### src/rtl/cpu_types_pkg.sv
// Shared CPU/memory types: RAM port status, data word and the RAM arbiter FSM state.
package cpu_types_pkg;

  typedef logic [31:0] word_t;

  typedef enum logic [1:0] {
    FREE   = 2'b00,
    BUSY   = 2'b01,
    ACCESS = 2'b10,
    ERROR  = 2'b11
  } ramstate_t;

  typedef enum logic {
    IDLE  = 1'b0,
    GRANT = 1'b1
  } arb_state_t;

endpackage

### src/rtl/rr_pick.sv
// Rotating priority encoder: first requesting index at or after rr_ptr, modulo NREQ.
module rr_pick #(
  parameter int NREQ = 4,
  localparam int OW = (NREQ > 1) ? $clog2(NREQ) : 1
) (
  input  logic [NREQ-1:0] req,
  input  logic [OW-1:0]   rr_ptr,
  output logic            valid,
  output logic [OW-1:0]   winner
);

  always_comb begin
    int idx;
    valid  = 1'b0;
    winner = '0;
    idx    = 0;
    for (int i = 0; i < NREQ; i++) begin
      idx = int'(rr_ptr) + i;
      if (idx >= NREQ) idx = idx - NREQ;
      if (!valid && req[OW'(idx)]) begin
        valid  = 1'b1;
        winner = OW'(idx);
      end
    end
  end

endmodule

### src/rtl/ram_arbiter.sv
// Round-robin arbiter sharing one RAM port among NREQ requesters.
// Define RAM_ARB_AGING_EN to add per-requester starvation aging that overrides the rotation.
module ram_arbiter
  import cpu_types_pkg::*;
#(
  parameter int NREQ    = 4,
  parameter int AGE_MAX = 15,
  localparam int OW = (NREQ > 1) ? $clog2(NREQ) : 1
) (
  input  logic                  CLK,
  input  logic                  nRST,
  input  logic [NREQ-1:0]       req,
  input  logic [NREQ-1:0]       wen,
  input  logic [NREQ-1:0][31:0] addr,
  input  logic [NREQ-1:0][31:0] store,
  output logic [NREQ-1:0]       rwait,
  output word_t                 load,
  input  ramstate_t             ramstate,
  input  word_t                 ramload,
  output word_t                 ramaddr,
  output word_t                 ramstore,
  output logic                  ramREN,
  output logic                  ramWEN,
  output logic [OW-1:0]         owner,
  output logic                  busy
);

  // Handshake: a requester holds req (with wen/addr/store stable) until its
  // rwait bit drops; rwait[i] is low only in the cycle RAM reports ACCESS for
  // the current owner, and that cycle completes the transfer.

  arb_state_t    state;
  logic [OW-1:0] rr_ptr;
  logic [OW-1:0] next_ptr;
  logic [OW-1:0] pick_idx;
  logic [OW-1:0] win_idx;
  logic          pick_valid;
  logic          access;

  assign access   = (ramstate == ACCESS);
  assign next_ptr = (owner == OW'(NREQ - 1)) ? '0 : owner + 1'b1;
  assign busy     = (state == GRANT);
  assign load     = ramload;

  rr_pick #(.NREQ(NREQ)) u_rr_pick (
    .req    (req),
    .rr_ptr (rr_ptr),
    .valid  (pick_valid),
    .winner (pick_idx)
  );

`ifdef RAM_ARB_AGING_EN
  localparam int AW = $clog2(AGE_MAX + 1);
  localparam logic [AW-1:0] AGE_TOP = AW'(AGE_MAX);

  logic [AW-1:0] age [NREQ];
  logic          aged_hit;
  logic [OW-1:0] aged_idx;

  always_ff @(posedge CLK or negedge nRST) begin
    if (!nRST) begin
      for (int i = 0; i < NREQ; i++) age[i] <= '0;
    end else begin
      for (int i = 0; i < NREQ; i++) begin
        if (busy && access && owner == OW'(i))
          age[i] <= '0;
        else if (req[i] && !(busy && owner == OW'(i)) && age[i] != AGE_TOP)
          age[i] <= age[i] + 1'b1;
      end
    end
  end

  // Descending scan so the lowest starved index is the one left standing.
  always_comb begin
    aged_hit = 1'b0;
    aged_idx = '0;
    for (int i = NREQ - 1; i >= 0; i--) begin
      if (req[i] && age[i] == AGE_TOP) begin
        aged_hit = 1'b1;
        aged_idx = OW'(i);
      end
    end
  end

  assign win_idx = aged_hit ? aged_idx : pick_idx;
`else
  logic unused_age_max;
  assign unused_age_max = (AGE_MAX != 0);
  assign win_idx        = pick_idx;
`endif

  always_ff @(posedge CLK or negedge nRST) begin
    if (!nRST) begin
      state  <= IDLE;
      owner  <= '0;
      rr_ptr <= '0;
    end else begin
      case (state)
        IDLE: begin
          if (pick_valid) begin
            owner <= win_idx;
            state <= GRANT;
          end
        end
        GRANT: begin
          if (access) begin
            rr_ptr <= next_ptr;
            state  <= IDLE;
          end else if (!req[owner]) begin
            state <= IDLE;
          end
        end
        default: state <= IDLE;
      endcase
    end
  end

  // A dropped request releases the RAM strobes in the same cycle.
  always_comb begin
    rwait    = '1;
    ramaddr  = '0;
    ramstore = '0;
    ramREN   = 1'b0;
    ramWEN   = 1'b0;
    if (state == GRANT) begin
      rwait[owner] = !access;
      if (req[owner]) begin
        ramaddr  = addr[owner];
        ramstore = store[owner];
        ramWEN   = wen[owner];
        ramREN   = !wen[owner];
      end
    end
  end

endmodule

### config.mk
export PLATFORM = sky130hd
export DESIGN_NAME = ram_arbiter
export DESIGN_NICKNAME = d
export VERILOG_FILES = /design/src/rtl/cpu_types_pkg.sv /design/src/rtl/rr_pick.sv /design/src/rtl/ram_arbiter.sv
export SDC_FILE = /design/constraint.sdc
export NUM_CORES = 1
export LEC_CHECK = 0
export CAP_MARGIN = 20
export CORE_AREA = 5 5 152 154
export DETAILED_ROUTE_END_ITERATION = 16
export DIE_AREA = 0 0 157 159
export MAX_ROUTING_LAYER = met4
export SETUP_SLACK_MARGIN = 0.2
export SYNTH_ARGS = -nofsm -noshare
export SYNTH_HDL_FRONTEND = slang
export SYNTH_SLANG_ARGS = --single-unit
### constraint.sdc
create_clock -name CLK -period 3.4 [get_ports CLK]
set_input_delay 0.68 -clock CLK [delete_from_list [all_inputs] [get_ports CLK]]
set_output_delay 0.68 -clock CLK [all_outputs]
set_load 0.05 [all_outputs]
# --- After elaboration in Yosys (flattened, before gate mapping) ---
# Cells that the tools add are included.
op_classes:
  n_mux: 48
  n_reduce_logical: 11
  add_sub_neg: 8
  eq_ne: 2
  order_cmp: 10
  bitwise_logic: 3
ops:
  columns: ["cell", "count"]
  rows:
  - ["two-way mux 32 bit", 6]
  - ["binary-select mux 32 bit (select 2 bit)", 2]
  - ["two-way mux 1 bit", 22]
  - ["two-way mux 2 bit", 9]
  - ["less-than comparator 2 x 4 -> 1 bit (second input constant)", 4]
  - ["binary-select mux 1 bit (select 2 bit)", 6]
  - ["greater-or-equal comparator 3 bit (second input constant)", 3]
  - ["subtractor 2 x 1 -> 2 bit (second input constant)", 4]
  - ["adder 2 x 2 -> 3 bit (second input constant)", 2]
  - ["zero test 1 bit", 5]
  - ["== test 2 bit (second input constant)", 2]
  - ["logical AND 1 bit", 4]
  - ["two-way mux 4 bit", 1]
  - ["inverter 4 bit", 1]
  - ["bitwise OR 4 bit", 1]
  - ["AND reduction 2 bit", 2]
  - ["adder 2 x 1 -> 3 bit (second input constant)", 1]
  - ["greater-or-equal comparator 2 x 3 -> 1 bit (second input constant)", 1]
  - ["less-than comparator 2 x 3 -> 1 bit (second input constant)", 1]
  - ["adder 2 x 1 -> 2 bit (second input constant)", 1]
  - ["demux 1 bit (select 2 bit)", 1]
  - ["greater-or-equal comparator 2 x 1 -> 1 bit (second input constant)", 1]
  - ["one-hot mux 1 bit (2 select lines)", 1]
  - ["inverter 1 bit", 1]
totals:
  register_bits: 5
  elab_cells: 85

# --- Depth between registers and ports, before layout ---
# Gate-level depths: netlist (run 1).
logic_depth:
  depth_word: 17
  ltp_mapped: 6

# --- Cells and area by module ---
# From an unflattened synthesis (run 1), not the netlist that was laid out.
hier_totals:
  hier_cells: 233
  hier_area_um2: 2688.8
modules_own_cells:
  columns: ["module", "instances", "seq_area_each_um2", "cells_each", "area_per_inst_um2"]
  rows:
  - ["ram_arbiter", 1, 125.1, 218, 2611.3]
  - ["rr_pick", 1, 0.0, 15, 77.6]

# --- Worst setup path after synthesis (run 1) ---
# OpenSTA, ideal clock, no wires.
synth_timing:
  kind: "register -> output"
  startpoint: "register owner[0]"
  endpoint: "output port ramREN"
  path_slack_ps: 549
  path_buffers: 2
  required_time_ps: 2720
  stages_incl_launch_ff: 5
  arrival_time_ps: 2171
  path_cell_list: "dfrtp_1 -> buf_6 -> buf_8 -> mux4_2 -> nor2_1"
synth_via:
  elab_chain_len: 5
synth_lines:
  columns: ["element", "line", "text"]
  rows:
  - ["from (decl)", "ram_arbiter.sv:24", "output logic [OW-1:0] owner,"]
  - ["from (signal assigned)", "ram_arbiter.sv:101", "owner <= win_idx;"]
  - ["binary-select mux 1 bit (select 2 bit)", "ram_arbiter.sv:131", "ramREN = !wen[owner];"]
  - ["two-way mux 1 bit (not written as such)", "ram_arbiter.sv:131", null]
  - ["zero test 1 bit", "ram_arbiter.sv:131", null]
  - ["two-way mux 1 bit (*)", "ram_arbiter.sv:127", "if (req[owner]) begin"]
  - ["two-way mux 1 bit (*)", "ram_arbiter.sv:125", "if (state == GRANT) begin"]
  - ["to (decl)", "ram_arbiter.sv:22", "output logic ramREN,"]
# Mark *: on every way between the ends. The rest lies on a longest branch, timed or not. The select of a mux whose other input is x is not followed.

# --- Worst setup path in the final report (run 1) ---
layout_timing:
  startpoint: "input port ramstate[1]"
  endpoint: "output port rwait[1]"
layout_via:
  elab_chain_len: 4
layout_lines:
  columns: ["element", "line", "text"]
  rows:
  - ["from (decl)", "ram_arbiter.sv:18", "input ramstate_t ramstate,"]
  - ["== test 2 bit", "ram_arbiter.sv:40", "assign access = (ramstate == ACCESS);"]
  - ["zero test 1 bit", "ram_arbiter.sv:126", "rwait[owner] = !access;"]
  - ["bitwise OR 4 bit (no source line)", null, null]
  - ["two-way mux 4 bit", "ram_arbiter.sv:125", null]
  - ["to (decl)", "ram_arbiter.sv:16", "output logic [NREQ-1:0] rwait,"]
# Every way passes these cells.

==> reports/qor.txt, run 1 <==
outcome - completed
Worst Tran Pin Value - 0.510 ns
RD Place Congestion - 0.824
Synth Warn # - 0
largest net degree at the start of global routing - 39
DR DRC count - 0
routed via count - 3341
GR Util All Layers - 0.114
Die Wd - 157 um
Detail Route Antenna Nets - 0
max cap viols - 0
RSZ-0062 raised after global routing - false
htree depth - 1
Worst Slack Setup Final - 0.300 ns
Worst EP required - 2.72 ns
clk buf depth - 2
GRT Max-Usage Layer - met2
I/O pin total - 405
Syn Area/Cell - 11.4 um2
total wire length - 15000 um
TritonRoute pass-1 iters - 4
post_cts resized - 0
postcts setup bufs - 0
Clock Sinks - 5
Syn-to-layout area delta - 151%
Worst Path Arrival - 2.42 ns
Final Setup Violations - 0
Final Hold Fails - 0
crit path buf inv count - 2
met3 Resource Use GR - 0.0207
Mapped Area - 2720 um2
setup TNS - 0 ns
vias in the first global route - 3714
cell seen most often among critical-path stages - clkdlybuf4s50_1
core region area - 21600 um2
worst skew pair latency - 0.23 ns
syn_nets - 543
Final Skew - 0.00215 ns
hold crit path type - flop to flop
Die Y - 159 um
crit-path cells - clkdlybuf4s50_1 > nor2b_1 > and2_1 > nand2_1 > clkdlybuf4s50_1
Final period util - 0.912
CTS tree - yes
gr ovfl total - 0
Synth Flop Type - dfrtp_1
Slew Limit Fails - 0
power per cell area - 805 nW/um2
Final min period - 3.10 ns
post-synthesis sequential area ratio - 0.0459
relative slew slack - 0.659
GR Util met2 - 0.209
CP max stage cell - clkdlybuf4s50_1
# rows - 54
met1 GRT Util - 0.127
layout cells sized above 1 - 0.282
family with the most delay on the worst path - buffers and inverters
Max VDD drop - 0.000319 V
Peak Freq - 323 MHz
Setup crit start kind - primary input
CP Max Fanout - 7
initial antenna violation count - 0
Initial Utilization - 0.126
asr flop ratio synth - 1.00
NumNets Final - 833
HPWL after DPL - 13200 um
port bufs - 340
die area - 25000 um2
total CTS buffers - 3
unique cell type count in the Yosys netlist - 27
register bit total from synthesis - 5
Crit Path Class - primary input to output port
Vias/cell - 4.13
clock root buffer - clkbuf_16
pre-CTS setup slack - 0.309 ns
Core Util, Final - 0.318
cts hold-fix bufs - 0
Clock Pin Slew Worst Setup and Hold Paths - 0.03 ns
CP max stage delay - 0.71 ns
Lkg Pwr - 2.65 nW
EDFF count, synth - 0
routed len/inst - 18.6 um
drt first-iter violations - 96
Hold Worst Slack - 0.655 ns
crit end category - output port
first-pass GRT wire length - 21700 um
Mapped Cells - 239
power breakdown:
group	switching, mW	internal [mW]	total (mW)
clock	0.0406	0.156	0.196
combinational	2.57	2.58	5.15
sequential	0.0617	0.100	0.162
total	2.68	2.83	5.51
routing by layer:
layer / part of all wire / routed length, um
met1: 0.38 / 5710
met2: 0.51 / 7690
met3: 0.088 / 1330
met4: 0.020 / 308
met5: 0 / 0
worst register-to-register path: cells and delay by family, from the launching register on:
kind            cells  cell delay (ns)
buf+inv             2             0.50
flops               1             0.43
simple gates        1             0.13
compound gates      1             0.09
mux                 1             0.56
cell type report:
cell class                 instances  area [um2]
antenna                            1        2.50
clock buffer                       4        78.8
fill                            2173       14700
inverter                           3        11.3
multi-input combinational        168        2120
sequential                         5         134
tap                              280         350
timing repair buffer             348        4140
through the flow:
stage	cells	power (mW)	cell area (um2)
final	809	5.51	6850
after global routing	808	5.76	6840
after CTS	808	5.58	6840
after detailed placement	804	5.37	6760
after global placement	804	5.36	6760
after floorplan	239	3.27	2720
state kept, by name, indices dropped and copies added (netlist names):
signal	cells
rr_ptr	2
busy	1
owner	2
cells in the mapped netlist (all sizes together), types with 2 or more instances:
| master | n | area (um2) |
|---|---|---|
| mux4 | 66 | 1490 |
| and3 | 65 | 407 |
| buf | 52 | 422 |
| clkbuf | 11 | 41.3 |
| nand2 | 7 | 26.3 |
| dfrtp | 5 | 125 |
| nor2 | 5 | 18.8 |
| ha | 4 | 50.1 |
| inv | 3 | 11.3 |
| nor2b | 3 | 18.8 |
| o21ai | 3 | 15.0 |
| a31oi | 2 | 12.5 |
| nand2b | 2 | 12.5 |
layout by cell type, fill, tap and decap left out, drive strengths merged, types with 2 or more instances in the layout:
| cell | n |
|---|---|
| a31oi | 2 |
| and3 | 65 |
| buf | 76 |
| clkbuf | 4 |
| clkdlybuf4s50 | 272 |
| dfrtp | 5 |
| ha | 4 |
| inv | 3 |
| mux4 | 66 |
| nand2 | 7 |
| nand2b | 2 |
| nor2 | 5 |
| nor2b | 3 |
| o21ai | 3 |
worst paths after layout:
check	slack, ns	to	depth (start not counted)	from
hold / removal	0.66	rr_ptr[1]	1	rr_ptr[1]
max in group asynchronous	2.50	owner[0]	1	nRST
min in group asynchronous	0.68	owner[1]	1	nRST
hold reg to reg	0.66	rr_ptr[1]	1	rr_ptr[1]
setup reg to reg	1.53	busy	5	owner[0]
setup / recovery	0.30	rwait[1]	5	ramstate[1]
logic make-up (layout without fill, tap and decap cells):
| logic type | count (synthesis) | in the layout | share of synthesized area |
|---|---|---|---|
| AOI/OAI and AO/OA | 9 | 9 | 0.0202 |
| adders and majority gates | 4 | 4 | 0.0184 |
| buffers and inverters | 66 | 355 | 0.174 |
| DFF | 5 | 5 | 0.0459 |
| muxes | 67 | 67 | 0.550 |
| other | 0 | 1 | 0 |
| and+or+nand+nor | 88 | 88 | 0.192 |
No activity file was read; power rests on OpenSTA's default activity.
==> inputs of run 2 (changes only) <==
--- a/config.mk
+++ b/config.mk
@@ -10,7 +10,6 @@
 export DETAILED_ROUTE_END_ITERATION = 16
 export DIE_AREA = 0 0 157 159
 export MAX_ROUTING_LAYER = met4
-export SETUP_SLACK_MARGIN = 0.2
 export SYNTH_ARGS = -nofsm -noshare
 export SYNTH_HDL_FRONTEND = slang
 export SYNTH_SLANG_ARGS = --single-unit
==> results of run 2 <==
No change in the layout: final DEF, timing and power equal those of run 1.
==> inputs of run 3 (changes only) <==
--- a/config.mk
+++ b/config.mk
@@ -13,3 +13,4 @@
 export SYNTH_ARGS = -nofsm -noshare
 export SYNTH_HDL_FRONTEND = slang
 export SYNTH_SLANG_ARGS = --single-unit
+export TNS_END_PERCENT = 30
==> results of run 3 <==
No change in the layout: final DEF, timing and power equal those of run 1.
